## config.mk

```make
export PLATFORM = sky130hd
export DESIGN_NAME = seg_scan_display
export DESIGN_NICKNAME = d
export VERILOG_FILES = /design/src/rtl/seg_scan_display.sv
export SDC_FILE = /design/constraint.sdc
export NUM_CORES = 1
export LEC_CHECK = 0
export ABC_CLOCK_PERIOD_IN_PS = 5310
export BUFFER_PORTS_ARGS = -buffer_cell sky130_fd_sc_hd__buf_2
export CAP_MARGIN = 15
export CORE_ASPECT_RATIO = 1.4
export CORE_MARGIN = 3
export CORE_UTILIZATION = 39
export DETAILED_ROUTE_END_ITERATION = 10
export GPL_ROUTABILITY_DRIVEN = 0
export PLACE_DENSITY_LB_ADDON = 0.08
export SLEW_MARGIN = 20
export SYNTH_ARGS = -nofsm -noshare
export SYNTH_HDL_FRONTEND = slang
export SYNTH_SLANG_ARGS = --single-unit
export TNS_END_PERCENT = 10
```

## constraint.sdc

```tcl
create_clock -name CLK -period 5.31 [get_ports CLK]
set_clock_uncertainty 0.2 [all_clocks]
set_input_delay 1.062 -clock CLK [delete_from_list [all_inputs] [get_ports CLK]]
set_output_delay 1.062 -clock CLK [all_outputs]
set_load 0.02 [all_outputs]
```

## src/rtl/seg_scan_display.sv

```systemverilog
// Time-multiplexed seven-segment scanner with decimal points, leading-zero blanking
// and frame-synchronous (tear-free) commit of newly loaded values.
module seg_scan_display #(
  parameter int unsigned DIGITS     = 4,
  parameter int unsigned DIV        = 50000,
  parameter int unsigned ACTIVE_LOW = 1
) (
  input  logic                  CLK,
  input  logic                  RST,
  input  logic                  load,
  input  logic [4*DIGITS-1:0]   data,
  input  logic [DIGITS-1:0]     dp_mask,
  input  logic                  lzb,
  output logic [7:0]            Dis,
  output logic [DIGITS-1:0]     An,
  output logic                  frame_done
);

  localparam int unsigned CW = (DIV > 1) ? $clog2(DIV) : 1;
  localparam int unsigned IW = (DIGITS > 1) ? $clog2(DIGITS) : 1;
  localparam int unsigned DW = 4 * DIGITS;
  localparam logic        POL = (ACTIVE_LOW != 0);
  localparam logic [CW-1:0] CNT_LAST = CW'(DIV - 1);
  localparam logic [IW-1:0] IDX_LAST = IW'(DIGITS - 1);

  logic [CW-1:0]     r_cnt;
  logic [IW-1:0]     r_idx;
  logic              r_pend;
  logic [DW-1:0]     r_pend_data;
  logic [DIGITS-1:0] r_pend_dp;
  logic              r_pend_lzb;
  logic [DW-1:0]     r_disp_data;
  logic [DIGITS-1:0] r_disp_dp;
  logic              r_disp_lzb;
  logic [7:0]        r_dis;
  logic [DIGITS-1:0] r_an;
  logic              r_frame_done;

  logic              w_tick;
  logic              w_frame;
  logic [3:0]        w_nib;
  logic              w_dp;
  logic              w_upper_nz;
  logic              w_blank;
  logic [6:0]        w_seg;
  logic [DIGITS-1:0] w_an_hi;
  logic [7:0]        w_dis_c;
  logic [DIGITS-1:0] w_an_c;

  assign w_tick  = (r_cnt == CNT_LAST);
  assign w_frame = w_tick && (r_idx == IDX_LAST);

  // Prescaler and digit index
  always_ff @(posedge CLK) begin
    if (RST) begin
      r_cnt <= '0;
      r_idx <= '0;
    end else if (w_tick) begin
      r_cnt <= '0;
      r_idx <= (r_idx == IDX_LAST) ? '0 : r_idx + 1'b1;
    end else begin
      r_cnt <= r_cnt + 1'b1;
    end
  end

  // Pending register takes loads; display register only changes on a frame boundary
  always_ff @(posedge CLK) begin
    if (RST) begin
      r_pend      <= 1'b0;
      r_pend_data <= '0;
      r_pend_dp   <= '0;
      r_pend_lzb  <= 1'b0;
      r_disp_data <= '0;
      r_disp_dp   <= '0;
      r_disp_lzb  <= 1'b0;
    end else if (load && w_frame) begin
      r_pend      <= 1'b0;
      r_pend_data <= data;
      r_pend_dp   <= dp_mask;
      r_pend_lzb  <= lzb;
      r_disp_data <= data;
      r_disp_dp   <= dp_mask;
      r_disp_lzb  <= lzb;
    end else if (load) begin
      r_pend      <= 1'b1;
      r_pend_data <= data;
      r_pend_dp   <= dp_mask;
      r_pend_lzb  <= lzb;
    end else if (w_frame && r_pend) begin
      r_pend      <= 1'b0;
      r_disp_data <= r_pend_data;
      r_disp_dp   <= r_pend_dp;
      r_disp_lzb  <= r_pend_lzb;
    end
  end

  // Select the current digit and decide whether it is a leading zero
  always_comb begin
    w_nib      = 4'h0;
    w_dp       = 1'b0;
    w_upper_nz = 1'b0;
    w_an_hi    = '0;
    for (int i = 0; i < int'(DIGITS); i++) begin
      if (r_idx == IW'(i)) begin
        w_nib      = r_disp_data[4*i +: 4];
        w_dp       = r_disp_dp[i];
        w_an_hi[i] = 1'b1;
      end
      if ((IW'(i) >= r_idx) && (r_disp_data[4*i +: 4] != 4'h0)) begin
        w_upper_nz = 1'b1;
      end
    end
    w_blank = r_disp_lzb && (r_idx != '0) && !w_upper_nz;
  end

  always_comb begin
    w_seg = 7'h00;
    case (w_nib)
      4'h0: w_seg = 7'h3F;
      4'h1: w_seg = 7'h06;
      4'h2: w_seg = 7'h5B;
      4'h3: w_seg = 7'h4F;
      4'h4: w_seg = 7'h66;
      4'h5: w_seg = 7'h6D;
      4'h6: w_seg = 7'h7D;
      4'h7: w_seg = 7'h07;
      4'h8: w_seg = 7'h7F;
      4'h9: w_seg = 7'h6F;
      4'hA: w_seg = 7'h77;
      4'hB: w_seg = 7'h7C;
      4'hC: w_seg = 7'h39;
      4'hD: w_seg = 7'h5E;
      4'hE: w_seg = 7'h79;
      4'hF: w_seg = 7'h71;
      default: w_seg = 7'h00;
    endcase
  end

  assign w_dis_c = {w_dp, (w_blank ? 7'h00 : w_seg)} ^ {8{POL}};
  assign w_an_c  = w_an_hi ^ {DIGITS{POL}};

  // Pin registers; reset drives every segment and anode inactive
  always_ff @(posedge CLK) begin
    if (RST) begin
      r_dis        <= {8{POL}};
      r_an         <= {DIGITS{POL}};
      r_frame_done <= 1'b0;
    end else begin
      r_dis        <= w_dis_c;
      r_an         <= w_an_c;
      r_frame_done <= w_frame;
    end
  end

  assign Dis        = r_dis;
  assign An         = r_an;
  assign frame_done = r_frame_done;

endmodule
```

==> summary.md <==
| Metric | Value |
|---|---|
| Status | `finished clean` |
| Pleak | `1.55 nW` |
| Synthesized instance count | `353` |
| Vias in the first global route | `2427` |
| Critical Path Source | `load` |
| GRT overflow | `0` |
| Kind of critical path | `in2reg` |
| Worst Setup Start Kind | `primary input` |
| Share of layout cells above drive strength 1 | `14.9%` |
| Final Non-Filler Cells | `484` |
| First-pass GRT wire length | `11.7 mm` |
| 1st-iter DRT viols | `149` |
| Post-CTS setup buffers | `0` |
| Die X | `83.6 um` |
| Reg-to-reg setup timing slack | `2680 ps` |
| Hold_buf cts | `0` |
| Fmax | `363 MHz` |
| Total power | `1.25 mW` |
| Synthesized area | `around 3300 um^2` |
| Clock buffer depth | `2` |
| Starting Density | `approximately 40%` |
| Drt wl/cell | `14.2 um` |
| Syn nets | `between 300 and 400` |
| WP data arrival | `2730 ps` |
| Reg-to-reg endpoint | `r_disp_dp[2]$_SDFFE_PP0P_` |
| Layout overhead on the synthesized area | `15.1%` |
| Final Hold Fails | `0` |
| DRT Pass-1 Iters | `5` |
| Final slew viol count | `0` |
| Max incr delay on CP | `670 ps` |
| Die height | `around 110 um` |
| I/O Buffers | `36` |
| Top cells by area, synth | `dfxtp_1 45%, nor2_1 8.1%, mux2i_1 7.0%, a22o_1 4.5%, ha_1 4.2%` |
| Reg-to-reg startpoint | `r_cnt[10]$_SDFF_PP0_` |
| HPWL after DPL | `4.77 mm` |
| Nets | `412` |
| Syn Area/Cell | `9.30 um^2` |
| Slew HR | `35.8%` |
| Initial antenna violation count | `0` |
| Yosys Warn Count | `0` |
| Post-synthesis sequential area ratio | `45.1%` |
| CTS root buffer | `clkbuf_16` |
| TNS Setup | `0 ps` |
| Simple-gate share of the synthesized area | `19.8%` |
| Worst-margin pin slew | `~960 ps` |
| Top-area cell type share of the netlist area | `45.1%` |
| Synth Register Bits | `74` |
| Element type at the critical path end | `flip-flop` |
| Final Cycle Share | `51.9%` |
| Largest area contributor in the netlist | `dfxtp_1` |
| Crit path buf inv count | `2` |
| Worst path required time | `5280 ps` |
| End point of the critical path | `r_disp_dp[2]$_SDFFE_PP0P_` |
| VDD IR max | `0.168 mV` |
| Clk Latency, worst-skew pair | `between 300 and 400 ps` |
| WHS | `243 ps` |
| Pin count of the biggest net entering global routing | `55` |
| Core area | `8200 um^2` |
| Most frequent cells in the layout | `74 x dfxtp_1, 71 x nor2_1, 36 x buf_2` |
| Detailed-route via count | `2477` |
| Stages on worst setup path | `6` |
| Fill count | `834` |
| CTS resizes | `0` |
| Sink Count | `between 70 and 80` |
| Synth cell types | `42` |
| Max-Cap Viols | `0` |
| Synth Area in XOR/XNOR | `roughly 3.7%` |
| Antenna Violating Nets Remaining | `0` |
| Power density over cell area | `331 nW/um^2` |
| Reg2Reg Depth | `5` |
| Post-synth EDFFs | `0` |
| RSZ-0062 raised after global routing | `false` |
| H-tree depth | `3` |
| Num CTS Buffers | `9` |
| Post-synth ARST share | `0%` |
| Fin util | `46.1%` |
| Final setup violation count | `0` |
| Minimum clock period | `2760 ps` |
| Crit path cell chain | `buf_2, nor2b_1, buf_4, a22o_1, a22oi_1, nor2_1` |
| Most common cell after layout, fill and taps aside | `dfxtp_1` |
| Top_reg_cell synth | `dfxtp_1` |
| # diodes | `0` |
| Combinational family with the most area after synthesis | `simple AND/OR/NAND/NOR gates` |
| Floorplan row count | `39` |
| CTS tree | `yes` |
| Synth Area in Compound Gates | `15.6%` |
| # DRC | `0` |
| Mux cell area share after synthesis | `7.01%` |
| Worst-path clk slew | `approximately 60 ps` |
| CP max-delay cell | `buf_2` |
| CP delay by family, top | `buffers and inverters` |
| Die ar. | `9570 um^2` |
| Min-Delay Path Class | `reg2reg` |
| Placed insts | `roughly 470` |
| Post-synthesis adder-cell area fraction | `4.19%` |
| Number of top-level pins | `37` |
| Crit path max fanout | `40` |
| GRT Resource Usage Total | `around 15%` |
| Routed WL | `6.89 mm` |
| Via density | `about 5` |
-- cells by family (layout without fill, tap and decap cells) --
logic type      after synthesis  in the layout
buf+inv                      31             60
xor+xnor                     14             14
simple gates                133            133
compound gates               67             67
fa+ha+maj                    11             11
mux                          23             23
flops                        74             74
-- per-stage QoR --
step	setup slack (ps)	cell area (um^2)
4_1_cts	2540	3780
3_5_place_dp	2190	3480
2_1_floorplan	2830	3280
3_3_place_gp	2250	3480
6_report	2550	3780
5_1_grt	2390	3780
-- cell usage after synthesis (7+ instances only) --
master / instances
nor2_1: 71
dfxtp_1: 74
a211oi_1: 11
a21oi_1: 7
a22oi_1: 17
clkbuf_1: 16
xor2_1: 8
ha_1: 11
inv_1: 7
nand2_1: 13
nand3_1: 9
mux2i_1: 23
a22o_1: 17
-- final cells by class --
cell class                 instances  area [um^2]  area share, %
multi-input combinational        248         1650           43.7
sequential                        74         1480           39.2
clock buffer                      11          253           6.68
timing repair buffer              37          188           4.96
tap                              102          128           3.38
clock inverter                     5         52.6           1.39
inverter                           7         26.3          0.695
-- how the worst min path moves through the flow --
stage                              startpoint             endpoint  cells past startpoint
after floorplan           r_cnt[0]$_SDFF_PP0_  r_cnt[0]$_SDFF_PP0_                      1
after global placement    r_cnt[0]$_SDFF_PP0_  r_cnt[0]$_SDFF_PP0_                      1
after detailed placement  r_cnt[0]$_SDFF_PP0_  r_cnt[0]$_SDFF_PP0_                      1
after CTS                 r_cnt[0]$_SDFF_PP0_  r_cnt[0]$_SDFF_PP0_                      1
after global routing      r_cnt[0]$_SDFF_PP0_  r_cnt[0]$_SDFF_PP0_                      1
final                     r_cnt[0]$_SDFF_PP0_  r_cnt[0]$_SDFF_PP0_                      1
-- layer usage --
layer	up-vias	track usage, %	wire, um
met3	10	2.59	196
met4	0	7.73	119
li1	1296	-	-
met2	44	26.6	3460
met1	1127	17.9	3110
met5	-	0	0
-- registers in the layout, summed over array words and instances, names as in the netlist --
signal / count
r_cnt: 16
r_pend_dp: 4
r_disp_lzb: 1
An: 4
frame_done: 1
r_pend: 1
r_pend_lzb: 1
r_disp_data: 16
r_idx: 2
r_pend_data: 16
Dis: 8
r_disp_dp: 4
-- report_power, final --
group / switching, mW / total (mW) / internal (mW)
clock: 0.224 / 0.610 / 0.387
sequential: 0.00626 / 0.576 / 0.570
combinational: 0.0373 / 0.0663 / 0.0290
Note: power is estimated with default switching activity, not from simulation.
